[config.mk]
export PLATFORM = sky130hd
export DESIGN_NAME = snake_collision_scanner_flat
export DESIGN_NICKNAME = d
export VERILOG_FILES = /design/src/rtl/snake_collision_scanner_if.sv /design/src/rtl/snake_collision_scanner.sv /design/src/flat_wrapper.sv
export SDC_FILE = /design/constraint.sdc
export NUM_CORES = 1
export LEC_CHECK = 0
export ABC_AREA = 0
export BUFFER_PORTS_ARGS = -buffer_cell sky130_fd_sc_hd__buf_2
export CAP_MARGIN = 20
export CORE_MARGIN = 2
export CORE_UTILIZATION = 51
export DETAILED_ROUTE_END_ITERATION = 16
export PLACE_DENSITY = 0.82
export SLEW_MARGIN = 10
export SYNTH_ARGS = -nofsm -noshare
export SYNTH_HDL_FRONTEND = slang
export SYNTH_SLANG_ARGS = --single-unit
[constraint.sdc]
create_clock -name clk -period 2.5 [get_ports clk]
set_clock_uncertainty 0.2 [all_clocks]
set_input_delay 0.5 -clock clk [delete_from_list [all_inputs] [get_ports clk]]
set_output_delay 0.5 -clock clk [all_outputs]
set_load 0.05 [all_outputs]
[src/rtl/snake_collision_scanner_if.sv]
`default_nettype none
// ============================================================================
// Module   : snake_collision_scanner_if
// Purpose  : Bundles the movement-controller handshake, the latched move
//            operands, the result flags and the body-store read port of the
//            snake collision scanner.
// Revision : 1.0 - initial release
// ============================================================================
interface snake_collision_scanner_if #(
  parameter int COORD_W = 4,
  parameter int LEN_W   = 8
);
  logic               start;
  logic [COORD_W-1:0] head_x;
  logic [COORD_W-1:0] head_y;
  logic [LEN_W-1:0]   snake_length;
  logic [COORD_W-1:0] food_x;
  logic [COORD_W-1:0] food_y;
  logic [LEN_W-1:0]   rd_addr;
  logic [COORD_W-1:0] rd_x;
  logic [COORD_W-1:0] rd_y;
  logic               busy;
  logic               done;
  logic               hit_self;
  logic               hit_wall;
  logic               hit_food;
  logic [LEN_W-1:0]   hit_index;

  // Controller plus body RAM side
  modport master (
    output start, head_x, head_y, snake_length, food_x, food_y, rd_x, rd_y,
    input  rd_addr, busy, done, hit_self, hit_wall, hit_food, hit_index
  );

  // Scanner side
  modport slave (
    input  start, head_x, head_y, snake_length, food_x, food_y, rd_x, rd_y,
    output rd_addr, busy, done, hit_self, hit_wall, hit_food, hit_index
  );
endinterface
`default_nettype wire

[src/rtl/snake_collision_scanner.sv]
`default_nettype none
// ============================================================================
// Module   : snake_collision_scanner
// Purpose  : Per-move collision check. Tests the new head against the grid
//            bounds and the food, then walks the body store one segment per
//            clock through a synchronous read port looking for a self hit.
// Revision : 1.0 - initial release
// ============================================================================
module snake_collision_scanner #(
  parameter int COORD_W    = 4,
  parameter int LEN_W      = 8,
  parameter int MAX_LEN    = 128,
  parameter int GRID_W     = 16,
  parameter int GRID_H     = 16,
  parameter int EARLY_EXIT = 1
) (
  input  wire logic                clk,
  input  wire logic                rst,
  snake_collision_scanner_if.slave bus
);

  typedef enum logic [1:0] {
    S_IDLE   = 2'd0,
    S_CHECK  = 2'd1,
    S_SCAN   = 2'd2,
    S_FINISH = 2'd3
  } state_t;

  localparam logic [LEN_W-1:0] c_max_len = LEN_W'(MAX_LEN);
  localparam logic [LEN_W-1:0] c_one     = LEN_W'(1);

  state_t             r_state;
  state_t             w_next;

  logic [COORD_W-1:0] r_head_x;
  logic [COORD_W-1:0] r_head_y;
  logic [COORD_W-1:0] r_food_x;
  logic [COORD_W-1:0] r_food_y;
  logic [LEN_W-1:0]   r_len_eff;
  logic [LEN_W-1:0]   r_rd_addr;
  logic [LEN_W-1:0]   r_cmp_idx;   // index of the segment data currently on rd_x/rd_y
  logic               r_hit_self;
  logic               r_hit_wall;
  logic               r_hit_food;
  logic [LEN_W-1:0]   r_hit_index;

  logic [LEN_W-1:0]   w_in_len_eff;
  logic               w_in_skip;
  logic               w_wall;
  logic               w_short;
  logic               w_food;
  logic [LEN_W-1:0]   w_last;
  logic               w_match;
  logic               w_stop;
  logic [LEN_W-1:0]   w_addr_inc;

  // Acceptance-time view of the request: the first read address is launched
  // in the CHECK cycle, so whether a scan will happen is decided from the raw
  // inputs.
  assign w_in_len_eff = (bus.snake_length > c_max_len) ? c_max_len : bus.snake_length;
  assign w_in_skip    = (32'(bus.head_x) >= GRID_W) || (32'(bus.head_y) >= GRID_H) ||
                        (w_in_len_eff <= c_one);

  assign w_wall     = (32'(r_head_x) >= GRID_W) || (32'(r_head_y) >= GRID_H);
  assign w_short    = (r_len_eff <= c_one);
  assign w_food     = (r_head_x == r_food_x) && (r_head_y == r_food_y);
  assign w_last     = r_len_eff - c_one;
  assign w_match    = (bus.rd_x == r_head_x) && (bus.rd_y == r_head_y);
  assign w_stop     = (w_match && (EARLY_EXIT != 0)) || (r_cmp_idx == w_last);
  assign w_addr_inc = (r_rd_addr < w_last) ? (r_rd_addr + c_one) : r_rd_addr;

  // State register
  always_ff @(posedge clk or posedge rst) begin
    if (rst) r_state <= S_IDLE;
    else     r_state <= w_next;
  end

  // Next-state decode
  always_comb begin
    w_next = r_state;
    case (r_state)
      S_IDLE:   if (bus.start) w_next = S_CHECK;
      S_CHECK:  w_next = (w_wall || w_short) ? S_FINISH : S_SCAN;
      S_SCAN:   if (w_stop) w_next = S_FINISH;
      S_FINISH: w_next = S_IDLE;
      default:  w_next = S_IDLE;
    endcase
  end

  // Operand latch, read-address walk and result flags
  always_ff @(posedge clk or posedge rst) begin
    if (rst) begin
      r_head_x    <= '0;
      r_head_y    <= '0;
      r_food_x    <= '0;
      r_food_y    <= '0;
      r_len_eff   <= '0;
      r_rd_addr   <= '0;
      r_cmp_idx   <= '0;
      r_hit_self  <= 1'b0;
      r_hit_wall  <= 1'b0;
      r_hit_food  <= 1'b0;
      r_hit_index <= '0;
    end else begin
      case (r_state)
        S_IDLE: begin
          if (bus.start) begin
            r_head_x    <= bus.head_x;
            r_head_y    <= bus.head_y;
            r_food_x    <= bus.food_x;
            r_food_y    <= bus.food_y;
            r_len_eff   <= w_in_len_eff;
            r_hit_self  <= 1'b0;
            r_hit_wall  <= 1'b0;
            r_hit_food  <= 1'b0;
            r_hit_index <= '0;
            // Skipped checks leave the read port untouched
            if (!w_in_skip) r_rd_addr <= c_one;
          end
        end
        S_CHECK: begin
          r_hit_wall <= w_wall;
          r_hit_food <= w_food && !w_wall;
          r_cmp_idx  <= c_one;
          if (!w_wall && !w_short) r_rd_addr <= w_addr_inc;
        end
        S_SCAN: begin
          // Only the first match records its index
          if (w_match && !r_hit_self) begin
            r_hit_self  <= 1'b1;
            r_hit_index <= r_cmp_idx;
          end
          if (!w_stop) begin
            r_cmp_idx <= r_cmp_idx + c_one;
            r_rd_addr <= w_addr_inc;
          end
        end
        default: ;
      endcase
    end
  end

  assign bus.rd_addr   = r_rd_addr;
  assign bus.busy      = (r_state == S_CHECK) || (r_state == S_SCAN);
  assign bus.done      = (r_state == S_FINISH);
  assign bus.hit_self  = r_hit_self;
  assign bus.hit_wall  = r_hit_wall;
  assign bus.hit_food  = r_hit_food;
  assign bus.hit_index = r_hit_index;

endmodule
`default_nettype wire

[src/flat_wrapper.sv]
// flat-port wrapper written by rule: the top's interface ports become plain ports
module snake_collision_scanner_flat 
#(
  parameter int COORD_W    = 4,
  parameter int LEN_W      = 8,
  parameter int MAX_LEN    = 128,
  parameter int GRID_W     = 16,
  parameter int GRID_H     = 16,
  parameter int EARLY_EXIT = 1
)
  (clk, rst, bus_start, bus_head_x, bus_head_y, bus_snake_length, bus_food_x, bus_food_y, bus_rd_x, bus_rd_y, bus_rd_addr, bus_busy, bus_done, bus_hit_self, bus_hit_wall, bus_hit_food, bus_hit_index);
  snake_collision_scanner_if #(.COORD_W(COORD_W), .LEN_W(LEN_W)) bus_i ();
  input  wire logic clk;
  input  wire logic rst;
  input wire logic [$bits(bus_i.start)-1:0] bus_start;
  input wire logic [$bits(bus_i.head_x)-1:0] bus_head_x;
  input wire logic [$bits(bus_i.head_y)-1:0] bus_head_y;
  input wire logic [$bits(bus_i.snake_length)-1:0] bus_snake_length;
  input wire logic [$bits(bus_i.food_x)-1:0] bus_food_x;
  input wire logic [$bits(bus_i.food_y)-1:0] bus_food_y;
  input wire logic [$bits(bus_i.rd_x)-1:0] bus_rd_x;
  input wire logic [$bits(bus_i.rd_y)-1:0] bus_rd_y;
  output wire logic [$bits(bus_i.rd_addr)-1:0] bus_rd_addr;
  output wire logic [$bits(bus_i.busy)-1:0] bus_busy;
  output wire logic [$bits(bus_i.done)-1:0] bus_done;
  output wire logic [$bits(bus_i.hit_self)-1:0] bus_hit_self;
  output wire logic [$bits(bus_i.hit_wall)-1:0] bus_hit_wall;
  output wire logic [$bits(bus_i.hit_food)-1:0] bus_hit_food;
  output wire logic [$bits(bus_i.hit_index)-1:0] bus_hit_index;
  assign bus_i.start = bus_start;
  assign bus_i.head_x = bus_head_x;
  assign bus_i.head_y = bus_head_y;
  assign bus_i.snake_length = bus_snake_length;
  assign bus_i.food_x = bus_food_x;
  assign bus_i.food_y = bus_food_y;
  assign bus_i.rd_x = bus_rd_x;
  assign bus_i.rd_y = bus_rd_y;
  assign bus_rd_addr = bus_i.rd_addr;
  assign bus_busy = bus_i.busy;
  assign bus_done = bus_i.done;
  assign bus_hit_self = bus_i.hit_self;
  assign bus_hit_wall = bus_i.hit_wall;
  assign bus_hit_food = bus_i.hit_food;
  assign bus_hit_index = bus_i.hit_index;
  snake_collision_scanner #(.COORD_W(COORD_W), .LEN_W(LEN_W), .MAX_LEN(MAX_LEN), .GRID_W(GRID_W), .GRID_H(GRID_H), .EARLY_EXIT(EARLY_EXIT)) u_core (.clk(clk), .rst(rst), .bus(bus_i));
endmodule
# Word level (Yosys, flattened, before mapping)
# Index checks and enable logic that the tools add are counted.
word_totals:
  inputBits: 35
  register_bits: 53
  output_inout_bits: 21
  word_cells: 71
classes:
  reduce_logical: 17
  n_addsub: 3
  n_eq_ne: 14
  n_lt_le_gt_ge: 4
  muxes: 21
op_table:
  columns: ["operator", "count"]
  rows:
  - ["two-way mux 8 bit", 9]
  - ["case mux 8 bit (2 select lines)", 2]
  - ["case mux 8 bit (3 select lines)", 1]
  - ["adder 8 x 1 -> 8 bit, second input constant", 2]
  - ["== test 4 bit", 4]
  - ["<= comparator 8 x 1 -> 1 bit, second input constant", 2]
  - ["== test 8 bit", 1]
  - ["> comparator 8 bit, second input constant", 1]
  - ["less-than comparator 8 bit", 1]
  - ["!= test 2 bit, second input constant", 4]
  - ["case mux 2 bit (4 select lines)", 1]
  - ["AND reduction 2 bit", 4]
  - ["subtractor 8 x 1 -> 8 bit, second input constant", 1]
  - ["case mux 1 bit (2 select lines)", 3]
  - ["nonzero test 2 bit", 3]
  - ["AND reduction 5 bit", 1]
  - ["== test 2 bit, second input constant", 2]
  - ["two-way mux 2 bit", 2]
  - ["!= test 2 x 1 -> 1 bit, second input constant", 2]
  - ["logical AND 1 bit", 3]
  - ["two-way mux 1 bit", 3]
  - ["AND reduction 3 bit", 1]
  - ["nonzero test 3 bit", 1]
  - ["== test 2 x 1 -> 1 bit, second input constant", 1]
  - ["3 further kinds", 4]

# Longest topological paths before layout
logic_depth:
  depth_word: 6
  mapped_depth: 13

# Least setup slack after synthesis
# OpenSTA, ideal clock, no wires.
synth_timing:
  path_type: "register to register"
  from: "reg u_core.r_len_eff[0]"
  to: "reg u_core.r_rd_addr[7], in the netlist u_core.bus.rd_addr[7]"
  required_time_ns: 2.230
  path_stages_with_launch: 13
  synth_period_minus_slack_ns: 2.789
  path_buffers: 1
  arrival_ns: 2.519
  setup_slack_ns: -0.289
  cell_sequence: "dfrtp_1 -> buf_2 -> nor3_1 -> nand2_1 -> xor2_1 -> ha_1 -> a21oi_1 -> o21ai_0 -> a21o_1 -> nand2_1 -> nand4_1 -> or4_1 -> nand3_1"
synth_via:
  elab_chain_len: 5
  word_cells_on_any_way: 12
synth_rtl:
  columns: ["element", "line_no", "text"]
  rows:
  - ["start, declared", "snake_collision_scanner.sv:39", "logic [LEN_W-1:0] r_len_eff;"]
  - ["start signal, assigned", "snake_collision_scanner.sv:112", "r_len_eff <= w_in_len_eff;"]
  - ["subtractor 8 x 1 -> 8 bit", "snake_collision_scanner.sv:67", "assign w_last = r_len_eff - c_one;"]
  - ["less-than comparator 8 bit / == test 8 bit (equally long branches)", "snake_collision_scanner.sv:70, snake_collision_scanner.sv:69", null]
  - ["two-way mux 8 bit / logical OR 1 bit (equally long branches)", "snake_collision_scanner.sv:70, snake_collision_scanner.sv:69", null]
  - ["two-way mux 8 bit, or another cell as far along", "snake_collision_scanner.sv:133", "if (!w_stop) begin"]
  - ["case mux 8 bit (3 select lines) / AND reduction 5 bit (equally long branches)", null, null]
  - ["end signal, assigned", "snake_collision_scanner.sv:118", "if (!w_in_skip) r_rd_addr <= c_one;"]
  - ["end signal, assigned", "snake_collision_scanner.sv:125", "if (!w_wall && !w_short) r_rd_addr <= w_addr_inc;"]
  - ["end signal, assigned", "snake_collision_scanner.sv:135", "r_rd_addr <= w_addr_inc;"]
  - ["end, declared", "snake_collision_scanner.sv:40", "logic [LEN_W-1:0] r_rd_addr;"]
# Several ways; a longest one is shown, not always the timed one. The select of a mux whose other input is x is not followed.
# A chain may end at the register's enable or synchronous reset.

# Worst setup path after layout
layout_timing:
  from: "reg u_core.r_len_eff[4]"
  to: "reg u_core.r_rd_addr[7], in the netlist u_core.bus.rd_addr[7]"
# The elaborated chain is that of the path after synthesis.

==> impl_results.md <==
* Main synth FF type: dfrtp_1
* Dominant cell type by area after synthesis: dfrtp_1
* Routability congestion estimate at 0.870
* Top cells by area, synth: dfrtp_1 41%, mux2_2 6.8%, ha_1 6.0%
* CP Launch Type: register
* Post-synth top cells: 52 x dfrtp_1, 28 x o21ai_0, 26 x nand2_1, 19 x mux2_2, 19 x xnor2_1
* Type of the most critical hold path: input pin to asynchronous set/reset pin
* Number of DRC markers in iteration 0 at 213
* R2R setup slack at -0.35 ns
* CP Data Arrival Time at 2.91 ns
* Initial Util at 52.8%
* Max IR drop VDD at 1050 uV
* Inserted Diodes at 0
* Initial antenna violation count at 0
* RR Endpoint: u_core.bus.rd_addr[7]
* Worst hold slack at -0.00339 ns
* Register bit total from synthesis at 52
* GRT Util Overall at 24.6%
* Post-Syn Instances at 312
* Max transition margin at 65.5%
* Worst EP required at 2.56 ns
* Number of global-route vias before repair at 2,772
* Kind of critical path: register to register
* Period utilisation layout at 114%
* Layout Nets at 461
* Post-synth EDFFs at 0
* CTS buffer count at 5
* Worst reg-to-reg path cell count at 11
* Worst Setup End Kind: register
* CTS tree: built
* Pins over their slew limit at 0
* Setup TNS at -2.32 ns
* Design area at 4120 um^2
* PwrDens at 1400 nW/um^2
* DR pass1 iterations at 4
* Pleak at 0.00195 uW
* Synth top area share at 41.4%
* Yosys cell types at 51
* Highest Clock Rate at 351 MHz
* RSZ-0062 raised after global routing: yes
* Slew of the pin with the lowest slew margin at 0.517 ns
* Setup Viol. Count Final at 16
* Antenna-violating nets left at 0
* Dpl cell area at 3790 um^2
* Fin. Hold Viols at 10
* Vias/cell at 5.62
* Clock latency on the worst-skew pair at 0.32 ns
* Syn nets at 362
* Met1 usage at 30.1%
* Setup ws final at -0.349 ns
* Total global routing overflow at 0
* Row cnt at 28
* Max Cap Viol at 0
* Clock Pin Slew Worst Setup and Hold Paths at 0.10 ns
* Pin count of the biggest net entering global routing at 25
* Port Buffers at 54
* Layout cells sized above 1 at 43.2%
* Cell Area, Synth at 3150 um^2
* Filler instances at 437
* Die Footprint at 6810 um^2
* Clk buf depth at 2
* Share of async-settable or async-resettable flops after synthesis at 100%
* WL final at 8240 um
* Sequential cell area fraction in the yosys report at 41.4%
* R2r startpoint: u_core.r_len_eff[4]
* Placed cell count at 470
* GRT busiest layer: met2
* Via count at 2,735
* Num Clock Sinks at 52
* Die W at 82.5 um
* CP Max Fanout at 4
* Core ar. at 5960 um^2
* Run status: complete, but fails checks
* Failing checks: hold timing, setup timing
* First-pass GRT wire length at 12,800 um
* Most frequent cell after synthesis: dfrtp_1
* Htree depth at 2
* CTS Root Buffer Type: clkbuf_8
* # DRC at 0
* Layout Cells excl Fill at 487
* Mapped Avg Cell Area at 10.1 um^2
* Die Ht at 82.5 um
* Tmin final at 2.85 ns
* Avg WL per Cell at 16.9 um
* Warnings, synthesis at 0
* Area grow syn2layout at 31.1%
* Hpwl dp at 5580 um
* Met2 usage at 44.8%
* Met3 Usage GRT at 3.91%
* Io pins at 56
-- repair_timing --
item	4_1_cts	5_1_grt
cloned	0	0
hold buffers	0	0
setup buffers	6	4
endpoints found under the setup margin	15	18
gates resized for setup	19	26
pin swaps	11	16
-- flip-flops by register name, summed over array words and instances (netlist names) --
name / cells
u_core.bus.hit_index: 8
u_core.bus.rd_addr: 8
u_core.r_cmp_idx: 8
u_core.r_len_eff: 8
u_core.r_food_x: 4
u_core.r_food_y: 4
u_core.r_head_x: 4
u_core.r_head_y: 4
u_core.r_state: 2
u_core.bus.hit_food: 1
u_core.bus.hit_self: 1
-- layer usage --
| metal | vias up | share of wire, % |
|---|---|---|
| met4 | 0 | 1.7 |
| met1 | 1338 | 40 |
| li1 | 1291 | - |
| met5 | - | 0 |
| met2 | 92 | 53 |
| met3 | 14 | 5.0 |
-- stage by stage --
stage / setup slack (ns) / total power (uW) / hold WS [ns] / utilization [%]
floorplan: -0.185 / 3560 / 0.279 / -
global placement: -0.176 / 4470 / 0.281 / 63.6
detailed placement: -0.222 / 4600 / 0.295 / 63.6
CTS: -0.246 / 5300 / 0.0232 / 66.9
global route: -0.447 / 6110 / 0.0442 / 69.2
finish: -0.349 / 5760 / -0.00339 / 69.2
-- critical path: stages (launching register included) --
cell and delay (ns):
dfrtp_2 0.48, nor4_4 0.38, nand2_1 0.18, xor2_2 0.22, ha_4 0.24, a21oi_2 0.14
o21ai_2 0.08, a21o_1 0.20, nand2_4 0.09, nand4_1 0.11, or4_1 0.41, nand3_1 0.08
-- cells by family after synthesis --
kind of cell | count (synthesis) | synth area share [%]
compound gates | 55 | 11.0
mux | 28 | 9.71
buf+inv | 29 | 3.66
fa+ha+maj | 15 | 5.97
flops | 52 | 41.4
other cells | 1 | 0.119
simple gates | 101 | 18.6
xor+xnor | 31 | 9.59
-- how the worst max path moves through the flow --
stage	start	end	slack [ns]	cells after the start
after CTS	u_core.r_len_eff[3]	u_core.bus.rd_addr[7]	-0.25	11
after global routing	u_core.r_len_eff[4]	u_core.bus.rd_addr[7]	-0.45	11
final	u_core.r_len_eff[4]	u_core.bus.rd_addr[7]	-0.35	11
after global placement	bus_snake_length[1]	u_core.bus.rd_addr[0]	-0.18	8
after detailed placement	u_core.r_len_eff[4]	u_core.bus.rd_addr[7]	-0.22	11
after floorplan	u_core.r_len_eff[4]	u_core.bus.rd_addr[7]	-0.19	11
-- power by group --
part | switching, uW | internal, uW
registers | 363 | 1140
clock network | 300 | 227
logic | 1990 | 1730
-- layout by cell type (no fill, tap or decap), types with 6 or more instances in the layout --
master | netlist | final
clkbuf_8 | 0 | 6
buf_2 | 2 | 54
inv_1 | 18 | 15
mux2_2 | 19 | 19
nor2_1 | 12 | 12
nand2_1 | 26 | 22
nand2b_1 | 9 | 9
and3_1 | 6 | 6
o21ai_0 | 28 | 21
xnor2_1 | 19 | 17
ha_1 | 15 | 13
buf_4 | 1 | 45
dfrtp_1 | 52 | 48
mux2i_1 | 8 | 6
a21oi_1 | 10 | 6
nand4_1 | 8 | 8
xor2_1 | 10 | 9
nand3_1 | 15 | 13
-- layout make-up --
class                   count  area (um^2)  share of cell area [%]
clock buffers               6         82.6                    2.00
clock inverters             2         13.8                   0.334
inverters                  18         67.6                    1.64
multi-input cells         231         1910                    46.2
flip-flops and latches     52         1310                    31.7
well taps                  75         93.8                    2.28
repair buffers            103          653                    15.8
No activity file was read; power rests on OpenSTA's default activity.
